==> src/rtl/l1_miss_ctrl_pkg.sv <==
// Shared widths and FSM encoding for the L1 miss/refill sequencer.
// Module parameters default to these values so the core config is defined in one place.
package l1_miss_ctrl_pkg;

  localparam int L1_ADDR_W      = 32;
  localparam int CORE_IDX_WIDTH = 7;
  localparam int L1_OFF_W       = 4;
  localparam int L1_WAY_NUM     = 4;
  localparam int L1_LINE_W      = 128;
  localparam int L1_TAG_W       = L1_ADDR_W - CORE_IDX_WIDTH - L1_OFF_W;
  localparam int L1_TIMEOUT_CYC = 255;

  localparam logic [2:0] ST_IDLE   = 3'd0;
  localparam logic [2:0] ST_INV    = 3'd1;
  localparam logic [2:0] ST_REQ    = 3'd2;
  localparam logic [2:0] ST_WAIT   = 3'd3;
  localparam logic [2:0] ST_FILL   = 3'd4;
  localparam logic [2:0] ST_REPLAY = 3'd5;
  localparam logic [2:0] ST_FLUSH  = 3'd6;

endpackage

==> src/rtl/l1_miss_ctrl_if.sv <==
// Line-read memory bus between the miss sequencer (master) and the memory side (slave).
interface l1_miss_ctrl_if #(
  parameter int ADDR_W = 32,
  parameter int LINE_W = 128
);

  logic              mem_req_val;
  logic [ADDR_W-1:0] mem_req_addr;
  logic              mem_req_ack;
  logic              mem_rsp_val;
  logic [LINE_W-1:0] mem_rsp_data;

  modport master (
    output mem_req_val, mem_req_addr,
    input  mem_req_ack, mem_rsp_val, mem_rsp_data
  );

  modport slave (
    input  mem_req_val, mem_req_addr,
    output mem_req_ack, mem_rsp_val, mem_rsp_data
  );

endinterface

==> src/rtl/l1_miss_ctrl.sv <==
// L1 miss/refill sequencer: invalidate victim, fetch line, fill arrays, replay the request.
// Also sweeps every set clearing all ways when a flush is requested.
module l1_miss_ctrl
  import l1_miss_ctrl_pkg::*;
#(
  parameter int ADDR_W      = L1_ADDR_W,
  parameter int IDX_W       = CORE_IDX_WIDTH,
  parameter int OFF_W       = L1_OFF_W,
  parameter int WAY_NUM     = L1_WAY_NUM,
  parameter int LINE_W      = L1_LINE_W,
  parameter int TIMEOUT_CYC = L1_TIMEOUT_CYC
) (
  input  logic                            clk,
  input  logic                            rst,
  input  logic                            arr_ready,
  input  logic                            miss_val,
  input  logic [ADDR_W-1:0]               miss_addr,
  input  logic                            evict_val,
  input  logic [WAY_NUM-1:0]              victim_way,
  input  logic                            flush_req,
  output logic                            stall,
  output logic                            inv_en,
  output logic [IDX_W-1:0]                inv_idx,
  output logic [WAY_NUM-1:0]              inv_way,
  l1_miss_ctrl_if.master                  mem,
  output logic                            fill_en,
  output logic [IDX_W-1:0]                fill_idx,
  output logic [WAY_NUM-1:0]              fill_way,
  output logic [ADDR_W-IDX_W-OFF_W-1:0]   fill_tag,
  output logic [LINE_W-1:0]               fill_data,
  output logic                            replay,
  output logic                            flush_done,
  output logic                            timeout_err
);

  localparam int               TAG_W     = ADDR_W - IDX_W - OFF_W;
  localparam logic [7:0]       TIMEOUT_V = 8'(TIMEOUT_CYC);
  localparam logic [IDX_W-1:0] IDX_LAST  = '1;
  localparam logic [ADDR_W-1:0] LINE_MASK = ~((ADDR_W)'((1 << OFF_W) - 1));

  logic [2:0]        state_reg, state_next;
  logic [ADDR_W-1:0] addr_reg;
  logic [WAY_NUM-1:0] way_reg;
  logic [LINE_W-1:0] data_reg;
  logic [7:0]        wait_cnt_reg;
  logic [IDX_W-1:0]  flush_cnt_reg;
  logic              accept;
  logic              wait_expire;

  assign accept      = (state_reg == ST_IDLE) & arr_ready & miss_val;
  // A response arriving on the expiry cycle wins over the timeout.
  assign wait_expire = (state_reg == ST_WAIT) & ~mem.mem_rsp_val & (wait_cnt_reg == TIMEOUT_V);

  always_comb begin
    state_next = state_reg;
    case (state_reg)
      ST_IDLE: begin
        if (arr_ready) begin
          if (miss_val)       state_next = evict_val ? ST_INV : ST_REQ;
          else if (flush_req) state_next = ST_FLUSH;
        end
      end
      ST_INV:    state_next = ST_REQ;
      ST_REQ:    if (mem.mem_req_ack) state_next = ST_WAIT;
      ST_WAIT: begin
        if (mem.mem_rsp_val) state_next = ST_FILL;
        else if (wait_expire) state_next = ST_REQ;
      end
      ST_FILL:   state_next = ST_REPLAY;
      ST_REPLAY: state_next = ST_IDLE;
      ST_FLUSH:  if (flush_cnt_reg == IDX_LAST) state_next = ST_IDLE;
      default:   state_next = ST_IDLE;
    endcase
  end

  always_ff @(posedge clk) begin
    if (rst) begin
      state_reg     <= ST_IDLE;
      addr_reg      <= '0;
      way_reg       <= '0;
      data_reg      <= '0;
      wait_cnt_reg  <= '0;
      flush_cnt_reg <= '0;
    end else begin
      state_reg <= state_next;
      if (accept) begin
        addr_reg <= miss_addr & LINE_MASK;
        way_reg  <= victim_way;
      end
      if ((state_reg == ST_WAIT) && !mem.mem_rsp_val && !wait_expire)
        wait_cnt_reg <= wait_cnt_reg + 8'd1;
      else
        wait_cnt_reg <= '0;
      if ((state_reg == ST_WAIT) && mem.mem_rsp_val)
        data_reg <= mem.mem_rsp_data;
      // Free-running during the sweep so it lands back on 0 at the last set.
      if (state_reg == ST_FLUSH)
        flush_cnt_reg <= flush_cnt_reg + 1'b1;
    end
  end

  assign stall            = ~arr_ready | miss_val | (state_reg != ST_IDLE);
  assign inv_en           = (state_reg == ST_INV) | (state_reg == ST_FLUSH);
  assign inv_idx          = (state_reg == ST_FLUSH) ? flush_cnt_reg : addr_reg[OFF_W +: IDX_W];
  assign inv_way          = (state_reg == ST_FLUSH) ? {WAY_NUM{1'b1}} : way_reg;
  assign mem.mem_req_val  = (state_reg == ST_REQ);
  assign mem.mem_req_addr = addr_reg;
  assign fill_en          = (state_reg == ST_FILL);
  assign fill_idx         = addr_reg[OFF_W +: IDX_W];
  assign fill_way         = way_reg;
  assign fill_tag         = addr_reg[ADDR_W-1 -: TAG_W];
  assign fill_data        = data_reg;
  assign replay           = (state_reg == ST_REPLAY);
  assign flush_done       = (state_reg == ST_FLUSH) & (flush_cnt_reg == IDX_LAST);
  assign timeout_err      = wait_expire;

  a_victim_onehot: assert property (@(posedge clk) disable iff (rst) accept |-> $onehot(victim_way));

endmodule
==> src/flat_wrapper.sv <==
// flat-port wrapper written by rule: the top's interface ports become plain ports
module l1_miss_ctrl_flat import l1_miss_ctrl_pkg::*;
#(
  parameter int ADDR_W      = L1_ADDR_W,
  parameter int IDX_W       = CORE_IDX_WIDTH,
  parameter int OFF_W       = L1_OFF_W,
  parameter int WAY_NUM     = L1_WAY_NUM,
  parameter int LINE_W      = L1_LINE_W,
  parameter int TIMEOUT_CYC = L1_TIMEOUT_CYC
)
  (clk, rst, arr_ready, miss_val, miss_addr, evict_val, victim_way, flush_req, stall, inv_en, inv_idx, inv_way, fill_en, fill_idx, fill_way, fill_tag, fill_data, replay, flush_done, timeout_err, mem_mem_req_val, mem_mem_req_addr, mem_mem_req_ack, mem_mem_rsp_val, mem_mem_rsp_data);
  l1_miss_ctrl_if #(.ADDR_W(ADDR_W), .LINE_W(LINE_W)) mem_i ();
  input  logic clk;
  input  logic rst;
  input  logic arr_ready;
  input  logic miss_val;
  input  logic [ADDR_W-1:0] miss_addr;
  input  logic evict_val;
  input  logic [WAY_NUM-1:0] victim_way;
  input  logic flush_req;
  output logic stall;
  output logic inv_en;
  output logic [IDX_W-1:0] inv_idx;
  output logic [WAY_NUM-1:0] inv_way;
  output logic fill_en;
  output logic [IDX_W-1:0] fill_idx;
  output logic [WAY_NUM-1:0] fill_way;
  output logic [ADDR_W-IDX_W-OFF_W-1:0] fill_tag;
  output logic [LINE_W-1:0] fill_data;
  output logic replay;
  output logic flush_done;
  output logic timeout_err;
  output wire logic [$bits(mem_i.mem_req_val)-1:0] mem_mem_req_val;
  output wire logic [$bits(mem_i.mem_req_addr)-1:0] mem_mem_req_addr;
  input wire logic [$bits(mem_i.mem_req_ack)-1:0] mem_mem_req_ack;
  input wire logic [$bits(mem_i.mem_rsp_val)-1:0] mem_mem_rsp_val;
  input wire logic [$bits(mem_i.mem_rsp_data)-1:0] mem_mem_rsp_data;
  assign mem_mem_req_val = mem_i.mem_req_val;
  assign mem_mem_req_addr = mem_i.mem_req_addr;
  assign mem_i.mem_req_ack = mem_mem_req_ack;
  assign mem_i.mem_rsp_val = mem_mem_rsp_val;
  assign mem_i.mem_rsp_data = mem_mem_rsp_data;
  l1_miss_ctrl #(.ADDR_W(ADDR_W), .IDX_W(IDX_W), .OFF_W(OFF_W), .WAY_NUM(WAY_NUM), .LINE_W(LINE_W), .TIMEOUT_CYC(TIMEOUT_CYC)) u_core (.clk(clk), .rst(rst), .arr_ready(arr_ready), .miss_val(miss_val), .miss_addr(miss_addr), .evict_val(evict_val), .victim_way(victim_way), .flush_req(flush_req), .stall(stall), .inv_en(inv_en), .inv_idx(inv_idx), .inv_way(inv_way), .mem(mem_i), .fill_en(fill_en), .fill_idx(fill_idx), .fill_way(fill_way), .fill_tag(fill_tag), .fill_data(fill_data), .replay(replay), .flush_done(flush_done), .timeout_err(timeout_err));
endmodule
==> config.mk <==
export PLATFORM = sky130hd
export DESIGN_NAME = l1_miss_ctrl_flat
export DESIGN_NICKNAME = d
export VERILOG_FILES = /design/src/rtl/l1_miss_ctrl_pkg.sv /design/src/rtl/l1_miss_ctrl_if.sv /design/src/rtl/l1_miss_ctrl.sv /design/src/flat_wrapper.sv
export SDC_FILE = /design/constraint.sdc
export NUM_CORES = 1
export LEC_CHECK = 0
export ABC_AREA = 1
export CAP_MARGIN = 10
export CORE_AREA = 2 2 149 151
export DETAILED_ROUTE_END_ITERATION = 12
export DIE_AREA = 0 0 151 153
export PLACE_DENSITY = 0.7
export SYNTH_ARGS = -nofsm -noshare
export SYNTH_HDL_FRONTEND = slang
export SYNTH_SLANG_ARGS = --single-unit
==> constraint.sdc <==
create_clock -name clk -period 3.6 [get_ports clk]
set_input_delay 0.54 -clock clk [delete_from_list [all_inputs] [get_ports clk]]
set_output_delay 0.54 -clock clk [all_outputs]
set_load 0.1 [all_outputs]
; Yosys cells after proc, flatten, opt, wreduce, memory -nomap -nowiden
; Index checks and enable logic that the tools add are counted.
[classes]
add_sub_neg = 2
n_eq_ne = 13
mux = 11
bitwise_logic = 11
reduce_logical = 9
[ops]
columns = op, n
row1 = two-way mux 3 bit, 7
row2 = one-hot mux 3 bit (6 select lines), 1
row3 = "== test 3 bit, second input constant", 3
row4 = "adder 8 x 1 -> 8 bit, second input constant", 1
row5 = "== test 8 bit, second input constant", 1
row6 = "adder 7 x 1 -> 7 bit, second input constant", 1
row7 = "== test 7 bit, second input constant", 1
row8 = two-way mux 7 bit, 1
row9 = "== test 3 x 2 -> 1 bit, second input constant", 2
row10 = AND 1 bit, 5
row11 = AND reduction 5 bit, 1
row12 = two-way mux 4 bit, 1
row13 = "!= test 2 x 1 -> 1 bit, second input constant", 2
row14 = "== test 3 x 1 -> 1 bit, second input constant", 1
row15 = logical AND 1 bit, 3
row16 = logical NOT 3 bit, 1
row17 = "!= test 3 x 2 -> 1 bit, second input constant", 1
row18 = "!= test 3 bit, second input constant", 1
row19 = NOT 1 bit, 3
row20 = bitwise OR 1 bit, 3
row21 = nonzero test 3 bit, 1
row22 = logical NOT 1 bit, 2
row23 = two-way mux 2 bit, 1
row24 = "!= test 2 bit, second input constant", 1
row25 = OR reduction 2 bit, 1
[totals]
regBits = 178

; Depth between registers and ports, before layout
; Gate-level depths: netlist of the first run.
[depth]
depth_word = 7
depth_mapped = 9
ltp_nobuf = 8

; Worst setup path before layout of the first run
; Ideal clock, no wire load.
[synth_timing]
path_kind = register to output
from = register u_core.addr_reg[5] (netlist: u_core.mem.mem_req_addr[5])
to = output port inv_idx[1]
t_arrival_ns = 3.229
t_required_ns = 3.060
slack_ns = -0.169
stages_incl_launch_ff = 3
path_buffers = 0
path_cell_list = dfxtp_1 inv_1 o21ai_0
[synth_between]
elab_chain_cells = 1
[synth_rtl]
columns = item, line
row1 = from (decl), l1_miss_ctrl.sv:42  ; logic [ADDR_W-1:0] addr_reg;
row2 = from (signal assigned), l1_miss_ctrl.sv:87  ; addr_reg <= miss_addr & LINE_MASK;
row3 = two-way mux 7 bit, l1_miss_ctrl.sv:104  ; assign inv_idx = (state_reg == ST_FLUSH) ? flush_cnt_reg : addr_reg[OFF_W +: IDX_W];
row4 = to (decl), flat_wrapper.sv:23  ; output logic [IDX_W-1:0] inv_idx;
; No other way between the ends.

; Worst setup path in the final report of the first run
[layout_timing]
from = register u_core.state_reg[2]
to = output port inv_idx[3]
[layout_between]
elab_chain_cells = 2
[layout_rtl]
columns = item, line
row1 = from (decl), l1_miss_ctrl.sv:41  ; logic [2:0] state_reg, state_next;
row2 = from (signal assigned), l1_miss_ctrl.sv:85  ; state_reg <= state_next;
row3 = == test 3 bit, l1_miss_ctrl.sv:104
row4 = two-way mux 7 bit, l1_miss_ctrl.sv:104
; No other way between the ends.

==> summary.md, run 1 <==
The run finished with clean final reports. Cell type with the highest aggregate area in the netlist: sky130_fd_sc_hd__dfxtp_1. The run gives 0 as the count of pins over their slew limit. Post-synthesis xor/xnor area fraction: 0.00372. Via count of the first global-routing pass: 5,997.

The setup path with the least slack is of type reg2out. The die covers 23,100 sq um. The portion of total power attributed to the clock network was 0.245; the placement-stage cell area was 10,700 sq um. The mux contribution to synthesized area is 0. The first global-routing pass estimated 31,500 microns of wire.

The combinational power share was 0.444. Along the worst path, the maximum fanout reaches 21. In this run the power density over the cells is 655 nW/um^2.

After synthesis, the largest family of logic cells by area is compound AO/OA/AOI/OAI gates. The initial antenna violation count is 0. Summing internal, switching and leakage power gives 7.36 mW. The clock period minus final worst setup slack is 2.66 ns.

In the final layout, the multi-input gates occupy 2240 sq um. 0 antenna diodes ended up in the layout. The logs give 0.311 for the power share of the sequential group and 0 for the global route total overflow. In this run the horizontal extent of the chip is 151 microns. The run gives 0.291 as the worst slew margin relative to its limit.

The detailed-route wire length is 20,500 microns, and the DRC violations left is 0. The number of nets with antenna violations after routing is 0, and the met3 track utilization from global routing is 0.0746. The starting utilization of the core area is 0.328.

Broken down by cell family, the worst path's largest delay share belongs to flip-flops. The synthesis-stage register bit count was 178. Detailed-placement wirelength estimate: 15,400 microns.

The Yosys warning count came out at 0. Fmax: 375 MHz. For the total internal power, the log shows 3.82 mW. The sum of buffers and inverters on the critical path came out at 2.

The register with the most flip-flops in the layout has 128 of them. The cell count after synthesis came out at 886. The tool flagged a number of max-cap violations equal to 0. The final count of hold timing violations is 0, and the y dimension of the die is 153 microns. The longest clock path from root to sink contains 2 buffers. Setup repair after global routing left no endpoint under its margin. The final non-filler cell area came out at 11,200 sq um. The core region is 21,500 sq um. Entering global routing, the biggest net connects 77 pins.

The number of hold buffers added after CTS was 0; the number of sinks driven by the clock tree was 178. The tools report the number of gates resized after cts as 0. The tools report the cell at the root of the clock tree as sky130_fd_sc_hd__clkbuf_16. The post-synthesis instance area came out at 7060 sq um. Leaving out filler cells and counting taps, the final layout contains 1,497.

Clock tree synthesis inserted a total of 17 buffers. At the worst endpoint, the required time is 3.06 ns. The type of destination of the critical path is a primary output. The switching power share of the total is 0.481.

The number of distinct library cells after synthesis is 29, and the layout filler cell count is 2,034. The adder and majority gate portion of the synthesized area is 0.00355. The share of synthesized cell area in and, or, nand and nor gates works out to 0.0635.

met2 is the most crowded layer. STA puts the critical path data arrival time at 2.12 ns. The share of the yosys chip area belonging to registers was 0.505; the met2 capacity usage during global routing was 0.302.

The pre-antenna-repair detailed-routing pass consisted of 4 iterations. The tightest hold path in the finished design has a slack of 0.441 ns. The number of input and output port buffers inserted was 373; the count of routing violations after the opening detailed-route iteration was 185.

The library cells used most frequently in the layout, excluding fill and tap cells, are sky130_fd_sc_hd__clkdlybuf4s50_1, sky130_fd_sc_hd__inv_1, sky130_fd_sc_hd__dfxtp_1, sky130_fd_sc_hd__a21oi_1, sky130_fd_sc_hd__o21ai_0. Slew at the pin closest to its max-slew limit: 1.06 ns. STA classifies the critical path startpoint as a register.

Counting tap cells, the placed design contains a total of 1,466 instances. The run gives 0.523 as the final design utilization. For the routability congestion estimate from global placement, the log shows 0.799. The floorplan row count was 54.

The library cell used most frequently in the layout, excluding fill and tap cells, is sky130_fd_sc_hd__clkdlybuf4s50_1. The path class of the lowest-slack min-delay path was reg2reg. The final period utilization is 0.740, and the via total after detailed routing is 6,590. On the critical path, the stage with the largest delay is an instance of sky130_fd_sc_hd__dfxtp_1.

The ratio of cells with drive above 1 in the final layout is 0.0657, and the global-route usage over all layers is 0.174. The proportion of netlist area held by the largest area contributor was 0.505; the clock skew was 0.0107 ns. The H-tree generated during clock tree synthesis spans 4 levels. The delay of the slowest cell on the worst path works out to 0.56 ns. For this design the total switching power over the nets is 3.54 mW.

The tools report the top-level I/O count as 382. The post-CTS clock slew at the launch and capture registers of the worst setup and hold paths is 0.07 ns. TritonCTS built the clock tree. Setup violations remaining at the end of the flow were counted as 0. After clock tree synthesis, the setup repair step added 0 buffers.

The leakage dissipation is 3.99 nW, and the worst vdd rail ir drop is 284 uV. The post-synthesis compound-gate area fraction works out to 0.243. The clock latency at the later pin of the worst-skew pair came out at 0.42 ns. The sequential cell area is 3560 sq um, and the average detailed-routed wire length per instance is 13.7 microns.

The number of vias per cell is 4.40, and the number of nets at the end of the flow is 1,379. A synthesized cell averages 7.96 sq um. Traced cell by cell, the critical path runs through nand2_2, inv_2, nand2_1, o21ai_1, buf_4. From synthesis to final layout, the design area changed by 59.1%. After synthesis, the cell types taking the most area are sky130_fd_sc_hd__dfxtp_1, sky130_fd_sc_hd__a21oi_1, sky130_fd_sc_hd__o21ai_0, sky130_fd_sc_hd__inv_1, sky130_fd_sc_hd__buf_4. The run gives 0.190 as the met1 routing resource usage after global routing.
## cell families (layout without fill, tap and decap cells)
kind of cell | count (synthesis) | in the layout
compound gates | 342 | 342
fa+ha+maj | 2 | 2
buf+inv | 270 | 598
flops | 178 | 178
simple gates | 90 | 90
other cells | 1 | 4
xor+xnor | 3 | 3
## power groups by stage
stage               registers (mW)  clock network [mW]  logic (mW)
floorplan                     3.45                   0        1.45
global placement              2.33                   0        3.26
detailed placement            2.33                   0        3.28
CTS                           2.29                1.87        3.28
global route                  2.31                1.95        3.41
finish                        2.29                1.80        3.27
## through the flow
| stage | worst slack, ns | setup TNS, ns |
|---|---|---|
| after floorplan | -0.0236 | -0.0708 |
| after global placement | 1.32 | 0 |
| after detailed placement | 1.28 | 0 |
| after CTS | 0.908 | 0 |
| after global routing | 0.766 | 0 |
| final | 0.936 | 0 |
## area by class of cell
cell class | instances | area share
Timing Repair Buffer | 384 | 0.340
Tap cell | 280 | 0.0312
Sequential cell | 178 | 0.317
Multi-Input combinational cell | 441 | 0.199
Clock buffer | 17 | 0.0379
Inverter | 183 | 0.0614
Clock inverter | 14 | 0.0126
## per-layer routing
metal | wire length, microns | part of all wire | vias up
li1 | - | - | 3430
met1 | 8100 | 0.39 | 2882
met2 | 9920 | 0.48 | 255
met3 | 2040 | 0.10 | 23
met4 | 446 | 0.022 | 0
met5 | 0 | 0 | -
## final timing paths
path              slack, ns  cells past startpoint                     endpoint                 start
setup / recovery       0.94                      5                   inv_idx[3]   u_core.state_reg[2]
hold / removal         0.44                      2         u_core.fill_data[24]  u_core.fill_data[24]
setup reg to reg       1.69                      6  u_core.mem.mem_req_addr[29]   u_core.state_reg[0]
hold reg to reg        0.44                      2         u_core.fill_data[24]  u_core.fill_data[24]
## synth_stat cells
cell	number
sky130_fd_sc_hd__dfxtp_1	178
sky130_fd_sc_hd__nor2_4	2
sky130_fd_sc_hd__ha_1	2
sky130_fd_sc_hd__clkbuf_1	19
sky130_fd_sc_hd__xor2_1	2
sky130_fd_sc_hd__buf_2	19
sky130_fd_sc_hd__nand3_2	1
sky130_fd_sc_hd__nor2_1	23
sky130_fd_sc_hd__o211ai_1	1
sky130_fd_sc_hd__o21ai_0	136
sky130_fd_sc_hd__nor3_1	6
sky130_fd_sc_hd__conb_1	1
sky130_fd_sc_hd__nand2_2	3
sky130_fd_sc_hd__nor3b_2	2
sky130_fd_sc_hd__buf_4	35
sky130_fd_sc_hd__o21ai_1	34
sky130_fd_sc_hd__inv_2	4
sky130_fd_sc_hd__nor3_2	2
sky130_fd_sc_hd__nor2_2	2
sky130_fd_sc_hd__buf_6	14
sky130_fd_sc_hd__inv_1	179
sky130_fd_sc_hd__xnor2_1	1
sky130_fd_sc_hd__nand3_4	1
sky130_fd_sc_hd__nand3_1	14
sky130_fd_sc_hd__or2_2	1
sky130_fd_sc_hd__a211oi_1	1
sky130_fd_sc_hd__nand4_1	2
sky130_fd_sc_hd__a21oi_1	170
sky130_fd_sc_hd__nand2_1	31
## tightest hold or removal path: stages (launching register included)
cell and delay, ns:
sky130_fd_sc_hd__dfxtp_1 0.31, sky130_fd_sc_hd__inv_1 0.04, sky130_fd_sc_hd__a21oi_1 0.05
Power figures use the tool's default switching activity.
==> inputs of run 2 (changes only) <==
--- a/config.mk
+++ b/config.mk
@@ -7,10 +7,10 @@
 export LEC_CHECK = 0
 export ABC_AREA = 1
 export CAP_MARGIN = 10
-export CORE_AREA = 2 2 149 151
+export CORE_AREA = 2 2 150 152
 export DETAILED_ROUTE_END_ITERATION = 12
-export DIE_AREA = 0 0 151 153
-export PLACE_DENSITY = 0.7
+export DIE_AREA = 0 0 152 154
+export PLACE_DENSITY = 0.71
 export SYNTH_ARGS = -nofsm -noshare
 export SYNTH_HDL_FRONTEND = slang
 export SYNTH_SLANG_ARGS = --single-unit
==> constraint.sdc (replaced) <==
create_clock -name clk -period 2.2 [get_ports clk]
set_input_delay 0.33 -clock clk [delete_from_list [all_inputs] [get_ports clk]]
set_output_delay 0.33 -clock clk [all_outputs]
set_load 0.1 [all_outputs]
==> run 2 against run 1 <==
  * Power rose by 69%
  * Flip-flop and latch count did not move
  * Hold slack improved by 0.0032 ns
  * Die area rose by 1.3%
  * Non-clock buffer count rose by 11
  * Sequential power rose by 64%
==> summary.md, run 2 (synthesized netlist as in run 1, its figures left out) <==
Entering global routing, the biggest net connects 75 pins. The register with the most flip-flops in the layout has 128 of them. For the via count of the first global-routing pass, the log shows 6,079.

TritonCTS built the clock tree. Setup violations remaining at the end of the flow were counted as 0. The leading cell type in the layout, fill and taps excluded was sky130_fd_sc_hd__buf_4. The final design utilization is 0.518. The critical path goes through ha_4, nand2_2, inv_2, nand2_2, nor2_2, nand4_1, nor3_4, buf_12. The worst setup path is launched from a register. Count of routing violations after the opening detailed-route iteration: 194. The type of the setup path with the least slack is reg2out.

The total of max-cap violations was 0. The run finished with clean final reports. The global-route usage over all layers was 0.164; the global route total overflow was 0. The min-delay analysis places its worst path in the category reg2reg. The most prevalent standard cell on the critical path is sky130_fd_sc_hd__nand2_2.

The run gives 0.303 ns as the minimum setup slack after placement. In this run the static leakage power is 4.53 nW. The clock latency at the later pin of the worst-skew pair was 0.42 ns; the area growth from synthesis to layout was 59.1%. The first global-routing pass estimated 31,200 microns of wire. The logs give 0 ns for the setup total negative slack and 382 for the top-level I/O count. The initial antenna violation count came out at 0. For the number of nets at the end of the flow, the log shows 1,390. On the final layout, the worst hold slack is 0.444 ns.

Clock tree synthesis selected as its root buffer the cell sky130_fd_sc_hd__clkbuf_16. Grouping stages by cell kind, the critical path spends the most delay in simple AND/OR/NAND/NOR gates. Once detail routing completed, the nets flagged for antenna violations numbered 0. After detailed routing, the wire length on met1 is 8070 microns. For the met3 wire length, the log shows 1790 microns. Summing all placed instances gives a cell area of 10,600 sq um. After detailed routing, the number of remaining DRC violations is 0. The tree built by TritonCTS fans out to 178 sinks. The top cell types in the final layout, fill and taps aside, are sky130_fd_sc_hd__buf_4, sky130_fd_sc_hd__inv_1, sky130_fd_sc_hd__dfxtp_1, sky130_fd_sc_hd__a21oi_1, sky130_fd_sc_hd__clkdlybuf4s50_1. Of all nets on the critical path, the largest fanout is 4. Routability-driven placement finished with a final weighted congestion of 0.806. The type of destination of the critical path was a primary output.

Counting both buffers and inverters, the worst setup path holds a total of 2. Counting I/O delays and the setup requirement, the final critical path takes 2.09 ns. The ratio of cells with drive above 1 in the final layout came out at 0.242.

The starting utilization of the core area is 0.325, and the delay of the slowest cell on the worst path is 0.37 ns. The power density relative to cell area is 1100 nW/um^2, and the data arrival time of the critical path is 1.76 ns. For this run, the number of standard cells in the final layout without fillers is 1,509. Across the routed clock network, the largest skew measured is 0.0109 ns.

The clock passes through at most 2 buffers. The die width is 152 microns, and the overall power consumption is 12.4 mW. Input and output buffers added on the ports amount to 373. The die is 154 microns tall. In this run the standard cell core region covers 21,700 sq um.

The H-tree was split into 4 levels. The highest metal layer used by the detailed router was met4. The count of TritonRoute iterations in the first routing pass was 4; the floorplan row count was 54.

The logs give 10,300 microns for the met2 wire length and 540 uV for the worst vdd rail ir drop. Using the TritonRoute via totals, the vias-per-cell ratio works out to 4.43. The required time of the worst setup path is 1.87 ns. 0 antenna diodes ended up in the layout.

For this design, the CTS-stage hold fixing added 0 buffers. The average detailed-routed wire length per instance works out to 13.5 microns. After detailed routing, the total wire length is 20,400 microns. The final period utilization is 0.951, and the fmax is 478 MHz. The run gives 6,687 as the via total after detailed routing.

Once placement completed, the tool counted placed cells totaling 1,474. The slowest stage of the critical path is the sky130_fd_sc_hd__dfxtp_4 cell. Detailed placement finished with a half-perimeter wire length of 15,300 microns.

Once layout is done, the placed cells without fillers occupy 11,200 sq um. The final worst slack is 0.109 ns, and the count of pins over their slew limit is 0. The die covers 23,400 sq um. Clock-pin slew was measured on the worst setup and hold paths at 0.07 ns. Counting the buffers created by CTS gives 17.

The tools report the final count of hold timing violations as 0.
[run 2: tightest hold or removal path, delay by kind of cell (launching register included)]
kind	cells	cell delay, ns
flip-flops	1	0.31
buffers and inverters	1	0.05
AO/OA/AOI/OAI	1	0.05
[run 2: layout make-up]
type                       count  area, sq um
multi-input combinational    441         2330
clock buffer                  18          439
timing repair buffer         395         3680
fill                        2061        10500
inverter                     183          692
tap                          280          350
sequential                   178         3570
clock inverter                14          163
[run 2: metal layers]
layer,vias up,GRT usage
li1,3451,-
met1,2979,0.177
met2,238,0.294
met3,19,0.0674
met4,0,0.0490
met5,-,0
[run 2: where the power goes]
group	switching [mW]	internal, mW
Combinational	4.19	1.37
Sequential	0.232	3.52
Clock	1.43	1.66
[run 2: what timing repair did]
item,in CTS,in global routing
resized for setup,6,7
setup endpoints to repair,8,8
pin swaps,2,2
buffers inserted,1,2
[run 2: path summary, 6_finish.rpt]
path / from / to / slack [ns] / cells past startpoint
max: u_core.wait_cnt_reg[0] / timeout_err / 0.11 / 8
min: u_core.fill_data[113] / u_core.fill_data[113] / 0.44 / 2
max reg2reg: u_core.state_reg[0] / u_core.mem.mem_req_addr[28] / 0.53 / 7
min reg2reg: u_core.fill_data[113] / u_core.fill_data[113] / 0.44 / 2
